===== config.mk =====
export PLATFORM = sky130hd
export DESIGN_NAME = timer_mc_top_flat
export DESIGN_NICKNAME = d
export VERILOG_FILES = /design/src/rtl/timer_mc_top_if.sv /design/src/rtl/timer_mc_top.sv /design/src/flat_wrapper.sv
export SDC_FILE = /design/constraint.sdc
export NUM_CORES = 1
export LEC_CHECK = 0
export CORE_MARGIN = 3
export CORE_UTILIZATION = 55
export DETAILED_ROUTE_END_ITERATION = 12
export GPL_TIMING_DRIVEN = 1
export PLACE_DENSITY_LB_ADDON = 0.2
export SYNTH_ARGS = -nofsm -noshare
export SYNTH_HDL_FRONTEND = slang
export SYNTH_SLANG_ARGS = --single-unit

===== constraint.sdc =====
create_clock -name sys_clk -period 7.2 [get_ports sys_clk]
set_clock_uncertainty 0.15 [all_clocks]
set_input_delay 0.72 -clock sys_clk [delete_from_list [all_inputs] [get_ports sys_clk]]
set_output_delay 0.72 -clock sys_clk [all_outputs]
set_load 0.05 [all_outputs]

===== src/rtl/timer_mc_top_if.sv =====
// rtl/timer_mc_top_if.sv - APB register bus between the CPU bridge and the multi-channel timer
interface timer_mc_top_if;
    logic        tim_psel;
    logic        tim_pwrite;
    logic        tim_penable;
    logic [11:0] tim_paddr;
    logic [31:0] tim_pwdata;
    logic [3:0]  tim_pstrb;
    logic [31:0] tim_prdata;
    logic        tim_pready;
    logic        tim_pslverr;

    modport master (
        output tim_psel, tim_pwrite, tim_penable, tim_paddr, tim_pwdata, tim_pstrb,
        input  tim_prdata, tim_pready, tim_pslverr
    );

    modport slave (
        input  tim_psel, tim_pwrite, tim_penable, tim_paddr, tim_pwdata, tim_pstrb,
        output tim_prdata, tim_pready, tim_pslverr
    );
endinterface


===== src/rtl/timer_mc_top.sv =====
// rtl/timer_mc_top.sv - shared prescaled up-counter with NUM_CH compare channels and interrupts
module timer_mc_top #(
    parameter int CNT_WIDTH = 64,
    parameter int NUM_CH    = 4
) (
    input  logic              sys_clk,
    input  logic              sys_rst_n,
    timer_mc_top_if.slave     apb,
    input  logic              dbg_mode,
    output logic              tim_int,
    output logic [NUM_CH-1:0] tim_int_ch
);

    localparam bit HAS_HI = (CNT_WIDTH == 64);

    function automatic logic [31:0] f_merge(input logic [31:0] old, input logic [31:0] wd,
                                            input logic [3:0] strb);
        logic [31:0] v;
        for (int b = 0; b < 4; b++) v[8*b +: 8] = strb[b] ? wd[8*b +: 8] : old[8*b +: 8];
        return v;
    endfunction

    function automatic logic [63:0] f_merge64(input logic [63:0] old, input logic hi,
                                              input logic [31:0] wd, input logic [3:0] strb);
        logic [63:0] v;
        v = old;
        if (hi) v[63:32] = f_merge(old[63:32], wd, strb);
        else    v[31:0]  = f_merge(old[31:0], wd, strb);
        return v;
    endfunction

    logic                 r_timer_en, r_div_en, r_arm, r_en_d, r_halt_req;
    logic [3:0]           r_div_val;
    logic [7:0]           r_div;
    logic [CNT_WIDTH-1:0] r_cnt;
    logic [CNT_WIDTH-1:0] r_cmp [NUM_CH];
    logic [NUM_CH-1:0]    r_tier, r_tisr;

    logic [9:0]           w_waddr;
    logic [4:0]           w_cmp_idx;
    logic                 w_access, w_wr, w_cmp_hi, w_cmp_hit;
    logic                 w_sel_tcr, w_sel_tdr0, w_sel_tdr1, w_sel_thcsr, w_sel_tier, w_sel_tisr;
    logic [31:0]          w_tcr_cur, w_tcr_new, w_rdata;
    logic                 w_tcr_err, w_halt_ack, w_run, w_tick, w_cnt_en, w_clr;
    logic [7:0]           w_div_max;
    logic [63:0]          w_cnt64;
    logic [63:0]          w_cmp64 [NUM_CH];
    logic [NUM_CH-1:0]    w_match, w_w1c;
    logic                 w_unused;

    assign w_access    = apb.tim_psel & apb.tim_penable;
    assign w_wr        = w_access & apb.tim_pwrite;
    assign w_waddr     = apb.tim_paddr[11:2];
    assign w_sel_tcr   = (w_waddr == 10'h000);
    assign w_sel_tdr0  = (w_waddr == 10'h001);
    assign w_sel_tdr1  = (w_waddr == 10'h002);
    assign w_sel_thcsr = (w_waddr == 10'h003);
    assign w_sel_tier  = (w_waddr == 10'h004);
    assign w_sel_tisr  = (w_waddr == 10'h005);
    assign w_cmp_idx   = apb.tim_paddr[7:3];
    assign w_cmp_hi    = apb.tim_paddr[2];
    assign w_cmp_hit   = (apb.tim_paddr[11:8] == 4'h1) && (int'(w_cmp_idx) < NUM_CH);

    // A rejected TCR write leaves every field untouched, including timer_en.
    assign w_tcr_cur = {20'd0, r_div_val, 5'd0, r_arm, r_div_en, r_timer_en};
    assign w_tcr_new = f_merge(w_tcr_cur, apb.tim_pwdata, apb.tim_pstrb);
    assign w_tcr_err = (w_tcr_new[11:8] > 4'd8) ||
                       (r_timer_en && ((w_tcr_new[1] != r_div_en) || (w_tcr_new[11:8] != r_div_val)));

    assign w_halt_ack = dbg_mode & r_halt_req;
    assign w_run      = r_timer_en & ~w_halt_ack;
    assign w_div_max  = 8'((9'd1 << r_div_val) - 9'd1);
    assign w_tick     = ~r_div_en | (r_div >= w_div_max);
    assign w_cnt_en   = w_run & w_tick;
    assign w_clr      = r_en_d & ~r_timer_en;
    assign w_cnt64    = 64'(r_cnt);
    assign w_w1c      = (w_wr && w_sel_tisr && apb.tim_pstrb[0]) ? apb.tim_pwdata[NUM_CH-1:0] : '0;

    always_comb begin
        for (int i = 0; i < NUM_CH; i++) begin
            w_cmp64[i] = 64'(r_cmp[i]);
            w_match[i] = (r_cmp[i] == r_cnt);
        end
    end

    always_comb begin
        w_rdata = '0;
        if (w_sel_tcr)        w_rdata = w_tcr_cur;
        else if (w_sel_tdr0)  w_rdata = w_cnt64[31:0];
        else if (w_sel_tdr1)  w_rdata = w_cnt64[63:32];
        else if (w_sel_thcsr) w_rdata = {30'd0, w_halt_ack, r_halt_req};
        else if (w_sel_tier)  w_rdata = 32'(r_tier);
        else if (w_sel_tisr)  w_rdata = 32'(r_tisr);
        else if (w_cmp_hit) begin
            for (int i = 0; i < NUM_CH; i++)
                if (w_cmp_idx == 5'(i)) w_rdata = w_cmp_hi ? w_cmp64[i][63:32] : w_cmp64[i][31:0];
        end
    end

    assign apb.tim_prdata  = w_access ? w_rdata : 32'd0;
    assign apb.tim_pready  = w_access;
    assign apb.tim_pslverr = w_wr & w_sel_tcr & w_tcr_err;
    assign tim_int_ch      = r_tisr & r_tier;
    assign tim_int         = |tim_int_ch;
    assign w_unused        = ^{apb.tim_paddr[1:0], w_tcr_new[31:12], w_tcr_new[7:3]};

    always_ff @(posedge sys_clk or negedge sys_rst_n) begin
        if (!sys_rst_n) begin
            r_timer_en <= 1'b0;
            r_div_en   <= 1'b0;
            r_arm      <= 1'b0;
            r_div_val  <= '0;
            r_en_d     <= 1'b0;
            r_halt_req <= 1'b0;
            r_div      <= '0;
            r_cnt      <= '0;
            r_tier     <= '0;
            r_tisr     <= '0;
            for (int i = 0; i < NUM_CH; i++) r_cmp[i] <= '1;
        end else begin
            r_en_d <= r_timer_en;
            if (w_wr && w_sel_tcr && !w_tcr_err) begin
                r_timer_en <= w_tcr_new[0];
                r_div_en   <= w_tcr_new[1];
                r_arm      <= w_tcr_new[2];
                r_div_val  <= w_tcr_new[11:8];
            end
            if (w_wr && w_sel_thcsr && apb.tim_pstrb[0]) r_halt_req <= apb.tim_pwdata[0];
            if (w_wr && w_sel_tier && apb.tim_pstrb[0])  r_tier <= apb.tim_pwdata[NUM_CH-1:0];
            // Match is OR'd after the clear so a persisting match always wins over W1C.
            r_tisr <= (r_tisr & ~w_w1c) | w_match;

            if (w_clr)                    r_div <= '0;
            else if (w_run && r_div_en)   r_div <= (r_div >= w_div_max) ? 8'd0 : r_div + 8'd1;

            if (w_wr && w_sel_tdr0)
                r_cnt <= CNT_WIDTH'(f_merge64(w_cnt64, 1'b0, apb.tim_pwdata, apb.tim_pstrb));
            else if (w_wr && w_sel_tdr1 && HAS_HI)
                r_cnt <= CNT_WIDTH'(f_merge64(w_cnt64, 1'b1, apb.tim_pwdata, apb.tim_pstrb));
            else if (w_clr)
                r_cnt <= '0;
            else if (r_arm && w_cnt_en && w_match[0])
                r_cnt <= '0;
            else if (w_cnt_en)
                r_cnt <= r_cnt + CNT_WIDTH'(1);

            for (int i = 0; i < NUM_CH; i++)
                if (w_wr && w_cmp_hit && (w_cmp_idx == 5'(i)) && (!w_cmp_hi || HAS_HI))
                    r_cmp[i] <= CNT_WIDTH'(f_merge64(w_cmp64[i], w_cmp_hi, apb.tim_pwdata, apb.tim_pstrb));
        end
    end

endmodule


===== src/flat_wrapper.sv =====
// flat-port wrapper written by rule: the top's interface ports become plain ports
module timer_mc_top_flat 
#(
    parameter int CNT_WIDTH = 64,
    parameter int NUM_CH    = 4
)
  (sys_clk, sys_rst_n, dbg_mode, tim_int, tim_int_ch, apb_tim_psel, apb_tim_pwrite, apb_tim_penable, apb_tim_paddr, apb_tim_pwdata, apb_tim_pstrb, apb_tim_prdata, apb_tim_pready, apb_tim_pslverr);
  timer_mc_top_if apb_i ();
  input  logic sys_clk;
  input  logic sys_rst_n;
  input  logic dbg_mode;
  output logic tim_int;
  output logic [NUM_CH-1:0] tim_int_ch;
  input wire logic [$bits(apb_i.tim_psel)-1:0] apb_tim_psel;
  input wire logic [$bits(apb_i.tim_pwrite)-1:0] apb_tim_pwrite;
  input wire logic [$bits(apb_i.tim_penable)-1:0] apb_tim_penable;
  input wire logic [$bits(apb_i.tim_paddr)-1:0] apb_tim_paddr;
  input wire logic [$bits(apb_i.tim_pwdata)-1:0] apb_tim_pwdata;
  input wire logic [$bits(apb_i.tim_pstrb)-1:0] apb_tim_pstrb;
  output wire logic [$bits(apb_i.tim_prdata)-1:0] apb_tim_prdata;
  output wire logic [$bits(apb_i.tim_pready)-1:0] apb_tim_pready;
  output wire logic [$bits(apb_i.tim_pslverr)-1:0] apb_tim_pslverr;
  assign apb_i.tim_psel = apb_tim_psel;
  assign apb_i.tim_pwrite = apb_tim_pwrite;
  assign apb_i.tim_penable = apb_tim_penable;
  assign apb_i.tim_paddr = apb_tim_paddr;
  assign apb_i.tim_pwdata = apb_tim_pwdata;
  assign apb_i.tim_pstrb = apb_tim_pstrb;
  assign apb_tim_prdata = apb_i.tim_prdata;
  assign apb_tim_pready = apb_i.tim_pready;
  assign apb_tim_pslverr = apb_i.tim_pslverr;
  timer_mc_top #(.CNT_WIDTH(CNT_WIDTH), .NUM_CH(NUM_CH)) u_core (.sys_clk(sys_clk), .sys_rst_n(sys_rst_n), .apb(apb_i), .dbg_mode(dbg_mode), .tim_int(tim_int), .tim_int_ch(tim_int_ch));
endmodule

==> impl_metrics.toml <==
[logic_synthesis]
ys_warn_count = 0
netlist_top_cells_count = "294 x mux2_2, 256 x dfstp_2, 162 x xor2_1"
ys_seq_area_share_pct = 41.0
syn_avg_cell_area_sq_um = 10.2
synthSimpleGateAreaFrac_pct = 11.9
synth_edf_count = 0
synthAdderAreaFrac_pct = 0.631
netlist_area_sq_um = 21800
ys_seq_elements = 345
synthesis.nets = 2205
yosysMostFrequentCell = "mux2_2"
synth_area_leaders = "dfstp_2 31%, mux2_2 15%, dfrtp_1 10%, xor2_1 6.5%, xnor2_1 4.0%"
yosys_most_used_dff = "dfstp_2"
synth-xor-area-share_pct = 10.5
synth_compound_area_share_pct = 12.8
syn_inst = 2140
synth.top_cell.area_share_pct = 30.8
synth.area.mux_share_pct = 18.7
ys_types = 66
async_flop_share_pct = 100
yosys.area.top_type = "dfstp_2"
synth_top_family_by_area = "multiplexers"

[routing]
ant_nets = 0
drtIter0Drc = 2589
drcViolationCount = 0
post_drt_wl_per_cell_microns = 33.3
wl_microns = 89000
firstDrtPassIters = 8
vias_per_cell = 6.99
routed-via-count = 18711

[critical_path]
critical_path.startpoint_type = "input pin"
crit_type = "input pin to output pin"
crit_buf_inv = 4
reg2reg_depth = 9
critPathArrivalTime_ps = 5030
r2r_slack_ps = 2000
crit_path_max_fanout = 28
reg2reg_to = "u_core.r_cnt[63]$_DFFE_PN0P_"
crit_chain = "clkdlybuf4s50_1, or4_1, buf_4, nor3_4, nand2_1, nand2_1, buf_4, a21oi_1, clkdlybuf4s50_1"
cp.required_ps = 6330
crit_family = "buffers and inverters"
timing.rr.start = "u_core.r_cnt[30]$_DFFE_PN0P_"
crit_slowest_cell = "clkdlybuf4s50_1"
cp-end-kind = "output pin"
slowest_delay_ps = 760

[timing]
slew_violations = 0
layout_setup_ws_ps = 1300
period_minus_slack_ps = 5900
fin_setup_tns_ps = 0
rsz0062_at_grt = "false"
slew_headroom_pct = 11.5
hold_violations = 0
clock.fmax_mhz = 169
post-route-period-util_pct = 82.0
whs_ps = 52.8
tightestPinTransition_ps = 1320
finalSetupViolCount = 0

[pwr]
max-vdd-ir-drop_mv = 0.175
p_leak_nw = 9.80
power_density_nw_per_um2 = 175

[die]
std_cell_rows = 72
die_area_sq_um = 42100
core-area_sq_um = 38900
ios = 93
die_w_microns = 205
die_h_microns = 205
start_util_pct = 56.1

[clock_tree]
clk_pin_slew_ps = 60
cts_tree = "yes"
clkSinkCount = 345
cts_max_path_buffers = 3
clock_latency_ps = 580
cts_root_buf = "clkbuf_16"
post_cts_buffers = 0
ctsHoldBuffers = 0
cts_resized = 0
cts_buffers = 40
htree_levels = 2

[global_routing]
grt_max_degree = 160
grt.overflow.total = 0
grt_pass1_wl_microns = 128000
track_usage_pct = 42.1
grt_pass1_vias = 17917
antenna_found_initial = 7

[placed_design]
portBuffers = 90
pre_cts_ws_ps = 1480
placed_cell_area_sq_um = 22900
gp_congestion = 1.08
dp_hpwl_microns = 63900

[job]
maxCapViolCount = 0

[final_layout]
design_area_sq_um = 24200
nets = 2191
syn_to_final_growth_pct = 11.0
layout-drive-gt1-share_pct = 31.6

[run_status]
status = "complete, no violations"

[hold_path]
min_path_type = "input pin to asynchronous set/reset pin"
[cell type report]
cell class	count	area [sq um]
inverters	39	146
clock buffers	66	1200
fillers	3290	14700
multi-input cells	1568	12000
flip-flops and latches	345	8950
repair buffers	132	1230
diodes	2	5.00
well taps	518	648
clock inverters	8	72.6
[metal layers]
metal | track usage [%] | vias to the layer above | routed length, microns
met3 | 13.2 | 271 | 10700
met1 | 56.8 | 9370 | 35000
met4 | 20.9 | 10 | 5410
li1 | - | 7807 | -
met2 | 61.5 | 1253 | 37800
met5 | 0 | - | 77
[sequential cells by signal, summed over array words and instances (netlist names), 4 cells and up]
register,count
u_core.r_cmp,256
u_core.r_cnt,64
u_core.r_div,8
u_core.r_div_val,4
u_core.r_tier,4
u_core.r_tisr,4
[kinds of logic (layout without fill, tap and decap cells)]
family | count (synthesis) | count (layout)
buffers and inverters | 227 | 245
xor gates and xnor gates | 262 | 262
adders and majority gates | 11 | 11
and+or+nand+nor | 492 | 492
muxes | 365 | 365
AOI/OAI and AO/OA | 438 | 438
other | 0 | 2
DFF | 345 | 345
[through the flow]
| stage | power (W) | instances | utilization, % |
|---|---|---|---|
| finish | 0.00423 | 2678 | 62.2 |
| detailed placement | 0.00222 | 2602 | 59.0 |
| floorplan | 0.00209 | 2140 | - |
| global route | 0.00433 | 2676 | 62.2 |
| CTS | 0.00424 | 2676 | 62.2 |
| global placement | 0.00222 | 2602 | 59.0 |
[placed cells by master (no fill, tap or decap), drive strengths merged, types with 9 or more instances in the layout]
cell / n
a21o: 14
a21oi: 126
a22o: 12
a22oi: 31
a31oi: 12
a32o: 9
a32oi: 10
and2: 18
and3: 24
buf: 45
clkbuf: 66
clkdlybuf4s50: 87
dfrtp: 89
dfstp: 256
ha: 11
inv: 40
mux2: 294
mux2i: 66
nand2: 88
nand3: 55
nand4: 52
nor2: 87
nor2b: 12
nor3: 54
nor3b: 9
nor4: 63
o211ai: 30
o21ai: 95
o22ai: 39
o2bb2ai: 9
xnor2: 100
xor2: 162
[worst register-to-register path, delay by kind of cell, from the launching register on]
kind / cells / cell delay [ps]
AOI/OAI and AO/OA: 2 / 540
DFF: 1 / 770
and+or+nand+nor: 5 / 2800
xor gates and xnor gates: 1 / 400
buffers and inverters: 1 / 450
[where the power goes]
part | switching [W] | internal [W] | leakage [nW] | total [W]
sequential | 0.00000620 | 0.00195 | 3.76 | 0.00196
clock | 0.000861 | 0.00117 | 0.626 | 0.00203
combinational | 0.000175 | 0.0000679 | 5.41 | 0.000243
total | 0.00104 | 0.00319 | 9.80 | 0.00423
[how the worst max path moves through the flow]
stage	depth (start not counted)	slack, ps	from	end
2_1_floorplan	6	3110	apb_tim_paddr[4]	apb_tim_prdata[30]
3_3_place_gp	9	1500	apb_tim_paddr[4]	apb_tim_prdata[7]
3_5_place_dp	9	1480	apb_tim_paddr[4]	apb_tim_prdata[7]
4_1_cts	9	1450	apb_tim_paddr[4]	apb_tim_prdata[7]
5_1_grt	9	1170	apb_tim_paddr[4]	apb_tim_prdata[7]
6_report	9	1300	apb_tim_paddr[4]	apb_tim_prdata[7]
Power figures use the tool's default switching activity.
